## src/rtl/regfile_write_arbiter.sv

```systemverilog
// -----------------------------------------------------------------------------
// regfile_write_arbiter
//
// Arbitrates two write requesters onto the write port of a register file and
// runs a clear walk that zeroes every register, one per cycle, after reset or
// on request.
//
// Ports:
//   clk, reset            rising-edge clock; asynchronous active-high reset
//   reqN_valid/addr/data  write request from requester N (N = 0, 1)
//   reqN_ready            requester N is accepted this cycle (combinational)
//   clear_start           pulse in RUN: start a clear walk over all registers
//   wr_en                 registered one-hot write enable, one bit per register
//   wr_data               registered write data shared by all registers
//   busy                  clear walk in progress (requests are not accepted)
// -----------------------------------------------------------------------------
module regfile_write_arbiter #(
  parameter int DATA_WIDTH = 32,
  parameter int NUM_REGS   = 32,
  parameter int ADDR_WIDTH = 5
) (
  input  logic                  clk,
  input  logic                  reset,
  input  logic                  req0_valid,
  input  logic [ADDR_WIDTH-1:0] req0_addr,
  input  logic [DATA_WIDTH-1:0] req0_data,
  output logic                  req0_ready,
  input  logic                  req1_valid,
  input  logic [ADDR_WIDTH-1:0] req1_addr,
  input  logic [DATA_WIDTH-1:0] req1_data,
  output logic                  req1_ready,
  input  logic                  clear_start,
  output logic [NUM_REGS-1:0]   wr_en,
  output logic [DATA_WIDTH-1:0] wr_data,
  output logic                  busy
);

  localparam logic [0:0] ST_CLEAR = 1'b0;
  localparam logic [0:0] ST_RUN   = 1'b1;

  localparam logic [ADDR_WIDTH-1:0] CNT_ONE  = ADDR_WIDTH'(1);
  localparam logic [ADDR_WIDTH-1:0] LAST_IDX = ADDR_WIDTH'(NUM_REGS - 1);

  logic [0:0]            state_q,      state_d;
  logic [ADDR_WIDTH-1:0] cnt_q,        cnt_d;
  // 1 = requester 1 was granted most recently, so requester 0 wins a tie.
  logic                  last_grant_q, last_grant_d;
  logic [NUM_REGS-1:0]   wr_en_q,      wr_en_d;
  logic [DATA_WIDTH-1:0] wr_data_q,    wr_data_d;

  logic                  gnt0;
  logic                  gnt1;
  logic [ADDR_WIDTH-1:0] sel_addr;
  logic [DATA_WIDTH-1:0] sel_data;

  // One-hot decode of a register index; indices at or beyond NUM_REGS decode
  // to all zeros.
  function automatic logic [NUM_REGS-1:0] onehot(input logic [ADDR_WIDTH-1:0] idx);
    logic [NUM_REGS-1:0] v;
    v = '0;
    for (int i = 0; i < NUM_REGS; i++) begin
      v[i] = (idx == ADDR_WIDTH'(i));
    end
    return v;
  endfunction

  // Next-state, grant and write-port logic for the CLEAR/RUN controller.
  always_comb begin
    state_d      = state_q;
    cnt_d        = cnt_q;
    last_grant_d = last_grant_q;
    wr_en_d      = '0;
    wr_data_d    = wr_data_q;
    gnt0         = 1'b0;
    gnt1         = 1'b0;
    sel_addr     = req0_addr;
    sel_data     = req0_data;
    case (state_q)
      ST_CLEAR: begin
        wr_en_d   = onehot(cnt_q);
        wr_data_d = '0;
        if (cnt_q == LAST_IDX) begin
          cnt_d   = '0;
          state_d = ST_RUN;
        end else begin
          cnt_d = cnt_q + CNT_ONE;
        end
      end
      ST_RUN: begin
        if (clear_start) begin
          // Clear has priority over any pending request this cycle.
          state_d = ST_CLEAR;
          cnt_d   = '0;
        end else begin
          gnt0 = req0_valid & (~req1_valid | last_grant_q);
          gnt1 = req1_valid & (~req0_valid | ~last_grant_q);
          if (gnt1) begin
            sel_addr = req1_addr;
            sel_data = req1_data;
          end else begin
            sel_addr = req0_addr;
            sel_data = req0_data;
          end
          if (gnt0 | gnt1) begin
            last_grant_d = gnt1;
            wr_data_d    = sel_data;
            // r0 is hardwired zero: the write is accepted but enables nothing.
            if (sel_addr != '0) begin
              wr_en_d = onehot(sel_addr);
            end else begin
              wr_en_d = '0;
            end
          end else begin
            wr_en_d = '0;
          end
        end
      end
      default: begin
        state_d = ST_CLEAR;
        cnt_d   = '0;
      end
    endcase
  end

  // State, clear counter, arbitration history and registered write port.
  always_ff @(posedge clk or posedge reset) begin
    if (reset) begin
      state_q      <= ST_CLEAR;
      cnt_q        <= '0;
      last_grant_q <= 1'b1;
      wr_en_q      <= '0;
      wr_data_q    <= '0;
    end else begin
      state_q      <= state_d;
      cnt_q        <= cnt_d;
      last_grant_q <= last_grant_d;
      wr_en_q      <= wr_en_d;
      wr_data_q    <= wr_data_d;
    end
  end

  // Reset holds state_q at CLEAR, which already forces busy high and both
  // readies low while reset is asserted.
  assign req0_ready = gnt0;
  assign req1_ready = gnt1;
  assign busy       = (state_q == ST_CLEAR);
  assign wr_en      = wr_en_q;
  assign wr_data    = wr_data_q;

endmodule
```

## config.mk

```make
export PLATFORM = sky130hd
export DESIGN_NAME = regfile_write_arbiter
export DESIGN_NICKNAME = d
export VERILOG_FILES = /design/src/rtl/regfile_write_arbiter.sv
export SDC_FILE = /design/constraint.sdc
export NUM_CORES = 1
export LEC_CHECK = 0
export ABC_AREA = 1
export BUFFER_PORTS_ARGS = -buffer_cell sky130_fd_sc_hd__buf_2
export CELL_PAD_IN_SITES_DETAIL_PLACEMENT = 0
export CELL_PAD_IN_SITES_GLOBAL_PLACEMENT = 2
export CORE_UTILIZATION = 26
export DETAILED_ROUTE_END_ITERATION = 16
export PLACE_DENSITY = 0.88
export SETUP_SLACK_MARGIN = 0.3
export SYNTH_ARGS = -nofsm -noshare
export SYNTH_HDL_FRONTEND = slang
export SYNTH_SLANG_ARGS = --single-unit
```

## constraint.sdc

```tcl
create_clock -name clk -period 2.54 [get_ports clk]
set_input_delay 0.508 -clock clk [delete_from_list [all_inputs] [get_ports clk]]
set_output_delay 0.508 -clock clk [all_outputs]
set_load 0.005 [all_outputs]
```

==> results.py, run 1 <==
metrics = {
    "pwr": {
        "ir_drop_v": 0.000317,
        "p_per_area_mw_per_mm2": 825,
        "p_leak_nw": 2.78,
    },
    "critical_path": {
        "cp.arrival_ps": 1550,
        "crit_chain": "nand2_1 > nand2_2 > nor2_1 > buf_2",
        "criticalPathCategory": "flip-flop to primary output",
        "worstPathBufferInverterCount": 1,
        "cp.required_ps": 2030,
        "r2r_slack_ps": 500,
        "cp_max_fo": 25,
        "slowest_stage": "dfstp_2",
        "cpPeakStageDelay_ps": 560,
        "critPathTopFamily": "flip-flops",
        "crit_path_end_kind": "primary output",
        "cp-start-kind": "flip-flop",
    },
    "floorplanning": {
        "io_pins": 146,
        "coreArea_mm2": 0.0132,
        "fp.dieH_um": 118,
        "fp.dieW_um": 118,
        "start_util_pct": 26.6,
        "rows": 42,
        "dieArea_mm2": 0.0140,
    },
    "global_routing": {
        "gr-usage-all-layers_pct": 16.6,
        "grt_use_met1_pct": 20.9,
        "grt_overflow": 0,
        "grt.met2_usage_pct": 27.2,
        "grt_use_met3_pct": 4.49,
        "grt_first_pass_wirelength_mm": 17.7,
        "grt_pass1_vias": 3370,
        "grt_max_degree": 47,
        "top_usage_layer": "met2",
        "antenna_found_initial": 0,
    },
    "timing": {
        "fmax_mhz": 485,
        "slew_violations": 0,
        "rsz0062_at_grt": "false",
        "period_share_pct": 81.2,
        "tns_ps": 0,
        "fin_hold_ws_ps": 233,
        "finalHoldViolations": 0,
        "fin_skew_ps": 9.51,
        "setup_viol": 0,
        "slew_headroom_pct": 60.0,
        "tightest_slew_ps": 599,
        "min_period_ps": 2060,
    },
    "cts": {
        "cts_setup_buffers": 0,
        "cts_tree": "built",
        "cts-buffers-inserted": 9,
        "cts_root_buffer": "clkbuf_16",
        "ctsHoldBuffers": 0,
        "path_clk_slew_ps": 60,
        "cts.repair.resized": 0,
        "clk_latency_ps": 340,
        "cts_buffer_depth": 2,
        "htreeDepth": 3,
        "clock-sinks": 71,
    },
    "logic_synthesis": {
        "syn_area_per_cell_um2": 8.19,
        "synth_cells": 429,
        "ys_seq_elements": 71,
        "synthDistinctLibCells": 22,
        "yosys.area.top_type": "dfrtp_1",
        "ys_seq_area_share_pct": 50.6,
        "synth.area.top_cells": "dfrtp_1 50%, nand2_1 16%, nand3_1 5.8%, or2_2 5.7%, o211ai_1 5.6%",
        "synthesis.nets": 514,
        "yosys_warnings": 0,
        "yosysTopAreaCellShare_pct": 49.9,
        "syn_area_mm2": 0.00351,
    },
    "flow_run": {
        "cap_violations": 0,
    },
    "run_status": {
        "status": "complete, no violations",
    },
    "place": {
        "routabilityCongestion": 0.808,
        "place_hpwl_mm": 8.04,
        "port_buffers": 145,
    },
    "cells_and_area": {
        "finalNetCount": 659,
        "diodes": 0,
        "fin_util_pct": 36.4,
        "drive_gt1_share_pct": 37.2,
        "final_common_cell": "nand2_1",
        "area_growth_pct": 36.5,
        "final_cell_mix": "150 x nand2_1, 145 x buf_2, 70 x dfrtp_1",
    },
    "routing": {
        "wl_per_cell_um": 14.7,
        "vias": 3415,
        "drc": 0,
        "viasPerCell": 4.53,
        "drt_wl_total_mm": 11.1,
        "ant_nets": 0,
        "initialDrtViolationCount": 158,
        "drtPass1Iterations": 4,
    },
    "hold_path": {
        "hold_class": "input pin to asynchronous set/reset pin",
    },
}
## logic make-up after synthesis
family	Yosys count	share of synthesized area [%]
AO/OA/AOI/OAI	45	8.33
XOR/XNOR	1	0.249
adder cells (fa/ha/maj)	6	2.14
buffers and inverters	43	5.45
flip-flops	71	50.6
AND/OR/NAND/NOR	263	33.2
## worst register-to-register path: cells and delay by family (launching register included)
kind | cells | cell delay (ps)
compound gates | 2 | 410
buf+inv | 2 | 510
flops | 1 | 560
simple gates | 2 | 420
## per-layer routing
metal / up-vias / wire length, µm
met3: 13 / 742
met5: - / 0
met1: 1617 / 4830
li1: 1667 / -
met2: 118 / 5330
met4: 0 / 169
## sequential cells by signal (all words and copies together) (netlist names)
| register | flops |
|---|---|
| state_q | 1 |
| cnt_q | 5 |
| last_grant_q | 1 |
| wr_en | 32 |
| wr_data | 32 |
## through the flow
stage | cells | worst slack [ps] | area (µm²) | power [W]
6_report | 754 | 478 | 4800 | 0.00395
5_1_grt | 754 | 322 | 4800 | 0.00419
4_1_cts | 754 | 425 | 4800 | 0.00402
3_5_place_dp | 739 | 399 | 4450 | 0.00250
3_3_place_gp | 739 | 435 | 4450 | 0.00249
2_1_floorplan | 429 | 1050 | 3520 | 0.00205
## final timing paths
kind	startpoint	endpoint	cells past startpoint
hold / removal	reset	wr_data[7]	2
setup / recovery	last_grant_q	req1_ready	4
setup reg to reg	last_grant_q	wr_data[3]	6
hold reg to reg	wr_data[16]	wr_data[16]	2
max in group asynchronous	reset	last_grant_q	3
min in group clk	req0_data[9]	wr_data[9]	3
## synth_stat cells
library cell / number
nor4_1: 1
clkbuf_1: 8
nor2_4: 1
dfstp_2: 1
ha_1: 6
inv_1: 23
nand3_1: 41
or2_2: 32
o21ai_0: 17
xor2_1: 1
nand3b_1: 3
nor2_1: 24
o22ai_1: 2
buf_6: 1
nand2_1: 150
o211ai_1: 26
inv_2: 1
nor2_2: 10
buf_2: 6
buf_4: 4
nand2_2: 1
dfrtp_1: 70
## where the power goes
part | internal [W] | switching, W | total [W]
clock network | 0.00101 | 0.000474 | 0.00148
logic | 0.000377 | 0.000683 | 0.00106
registers | 0.00130 | 0.000116 | 0.00141
## cell type report
type                            instances  area, µm²
Clock inverter                          3       90.1
Fill cell                            1398       8390
Multi-Input combinational cell        315       1550
Timing Repair Buffer                  153        811
Inverter                               24       93.8
Clock buffer                           12        256
Tap cell                              176        220
Sequential cell                        71       1780
Power figures use the tool's default switching activity.
==> run 2, diff against run 1 <==
==> constraint.sdc (replaced) <==
create_clock -name clk -period 2.15 [get_ports clk]
set_input_delay 0.43 -clock clk [delete_from_list [all_inputs] [get_ports clk]]
set_output_delay 0.43 -clock clk [all_outputs]
set_load 0.005 [all_outputs]
==> run 2 against run 1 <==
Net effect:
- count of clock-buffer cells in the layout is 1 lower
- total power rose by 13%
- register-to-register slack improved by 20 ps
- via count shrank 1.3%
- combinational power rose by 19%
- global-route usage hardly changed
- design area decreased by 0.23%
- clock skew is 0.87 ps higher
- first-iteration DRC count is 49% higher
- largest power group is now registers
- highest routed layer unchanged
==> results.py, run 2 (same netlist as run 1, synthesis figures left out) <==
metrics = {
    "cts": {
        "clock-sinks": 71,
        "clk_latency_ps": 330,
        "cts_root_buffer": "clkbuf_16",
        "cts_tree": "built",
        "path_clk_slew_ps": 60,
        "cts-buffers-inserted": 9,
        "htreeDepth": 3,
        "ctsHoldBuffers": 0,
        "cts_buffer_depth": 2,
    },
    "run_status": {
        "status": "complete, no violations",
    },
    "global_routing": {
        "gr-usage-all-layers_pct": 16.6,
        "grt_use_met1_pct": 20.9,
        "grt_first_pass_wirelength_mm": 18.0,
        "grt_use_met3_pct": 4.20,
        "antenna_found_initial": 0,
        "top_usage_layer": "met2",
        "grt_max_degree": 40,
        "grt_pass1_vias": 3474,
        "grt.met2_usage_pct": 28.1,
        "grt_overflow": 0,
    },
    "critical_path": {
        "cp-start-kind": "flip-flop",
        "crit_top_cell": "inv_2",
        "criticalPathCategory": "flip-flop to primary output",
        "cp.required_ps": 1720,
        "critPathTopFamily": "flip-flops",
        "cpPeakStageDelay_ps": 430,
        "crit_chain": "inv_2 > nor2_2 > inv_2 > nor2_1 > buf_2",
        "worstPathBufferInverterCount": 3,
        "cp_max_fo": 7,
        "crit_path_end_kind": "primary output",
        "slowest_stage": "dfrtp_2",
        "cp.arrival_ps": 1310,
    },
    "timing": {
        "fin_skew_ps": 10.4,
        "slew_headroom_pct": 67.7,
        "min_period_ps": 1740,
        "tightest_slew_ps": 484,
        "rsz0062_at_grt": "true",
        "tns_ps": 0,
        "period_share_pct": 81.1,
        "setup_slack_ps": 405,
        "setup_viol": 0,
        "fin_hold_ws_ps": 219,
        "fmax_mhz": 573,
        "slew_violations": 0,
        "finalHoldViolations": 0,
    },
    "pwr": {
        "p_leak_nw": 2.77,
        "p_per_area_mw_per_mm2": 938,
        "ir_drop_v": 0.000368,
    },
    "place": {
        "place_ws_ps": 323,
        "routabilityCongestion": 0.805,
        "placed_area_mm2": 0.00445,
        "place_hpwl_mm": 7.94,
        "port_buffers": 145,
    },
    "floorplanning": {
        "coreArea_mm2": 0.0132,
        "fp.dieH_um": 118,
        "rows": 42,
        "fp.dieW_um": 118,
        "start_util_pct": 26.6,
        "io_pins": 146,
        "dieArea_mm2": 0.0140,
    },
    "cells_and_area": {
        "diodes": 0,
        "final_common_cell": "nand2_1",
        "area_growth_pct": 36.2,
        "fillers": 1364,
        "final_cell_mix": "150 x nand2_1, 145 x buf_2, 69 x dfrtp_1",
        "register_area_mm2": 0.00178,
        "finalNetCount": 662,
        "design_area_mm2": 0.00478,
        "drive_gt1_share_pct": 38.5,
        "multi_input_comb_area_mm2": 0.00155,
    },
    "routing": {
        "drc": 0,
        "viasPerCell": 4.45,
        "initialDrtViolationCount": 236,
        "wl_per_cell_um": 14.5,
        "vias": 3371,
        "drtPass1Iterations": 4,
        "drt_wl_total_mm": 11.0,
        "ant_nets": 0,
    },
    "hold_path": {
        "hold_class": "input pin to asynchronous set/reset pin",
    },
    "flow_run": {
        "cap_violations": 0,
    },
}
==> run 2: cell types whose count changed in the layout (fill, tap and decap cells not counted), moves of 2 or more <==
cell / change
inv_2: +2
bufinv_16: -2
inv_1: -2
inv_6: +2
buf_4: +4
==> run 2: worst paths after layout <==
path,start,cells past startpoint,slack [ps],to
worst min-delay path,reset,3,220,wr_data[14]
worst max register to register,last_grant_q,7,520,wr_en[7]
worst min register to register,wr_data[8],2,470,wr_data[8]
max in group asynchronous,reset,3,1540,last_grant_q
min in group clk,req0_data[13],3,350,wr_data[13]
worst max-delay path,state_q,5,410,req0_ready
==> run 2: power breakdown <==
part           leakage (nW)  total, W  internal (W)  switching, W
clock                 0.153   0.00156      0.000972      0.000592
sequential            0.971   0.00166       0.00153      0.000132
combinational          1.64   0.00126      0.000449      0.000809
total                  2.77   0.00449       0.00295       0.00153
==> run 2: area by class of cell <==
cell class / count / area share (%)
flip-flops and latches: 71 / 37.2
multi-input cells: 315 / 32.5
repair buffers: 156 / 17.2
clock buffers: 11 / 5.28
well taps: 176 / 4.60
inverters: 24 / 1.96
clock inverters: 5 / 1.33
==> run 2: layer usage <==
| layer | up-vias | routed length [µm] |
|---|---|---|
| li1 | 1675 | - |
| met4 | 0 | 90 |
| met5 | - | 0 |
| met3 | 6 | 726 |
| met2 | 125 | 5310 |
| met1 | 1565 | 4890 |
==> run 2: timing repair <==
action | CTS | global route
pin swaps | 0 | 1
gates resized for setup | 3 | 2
endpoints found under the setup margin | 2 | 2
buffers inserted | 0 | 1
==> run 2: metrics by stage <==
step | cells | utilization, % | total power, W
final | 758 | 36.3 | 0.00449
after floorplan | 429 | - | 0.00242
after global routing | 758 | 36.3 | 0.00480
after global placement | 741 | 33.8 | 0.00292
after CTS | 757 | 36.2 | 0.00454
after detailed placement | 741 | 33.8 | 0.00294
==> run 2: worst min-delay path: stages <==
cell        delay (ps)
buf_2              110
clkinvlp_4          60
buf_4              370
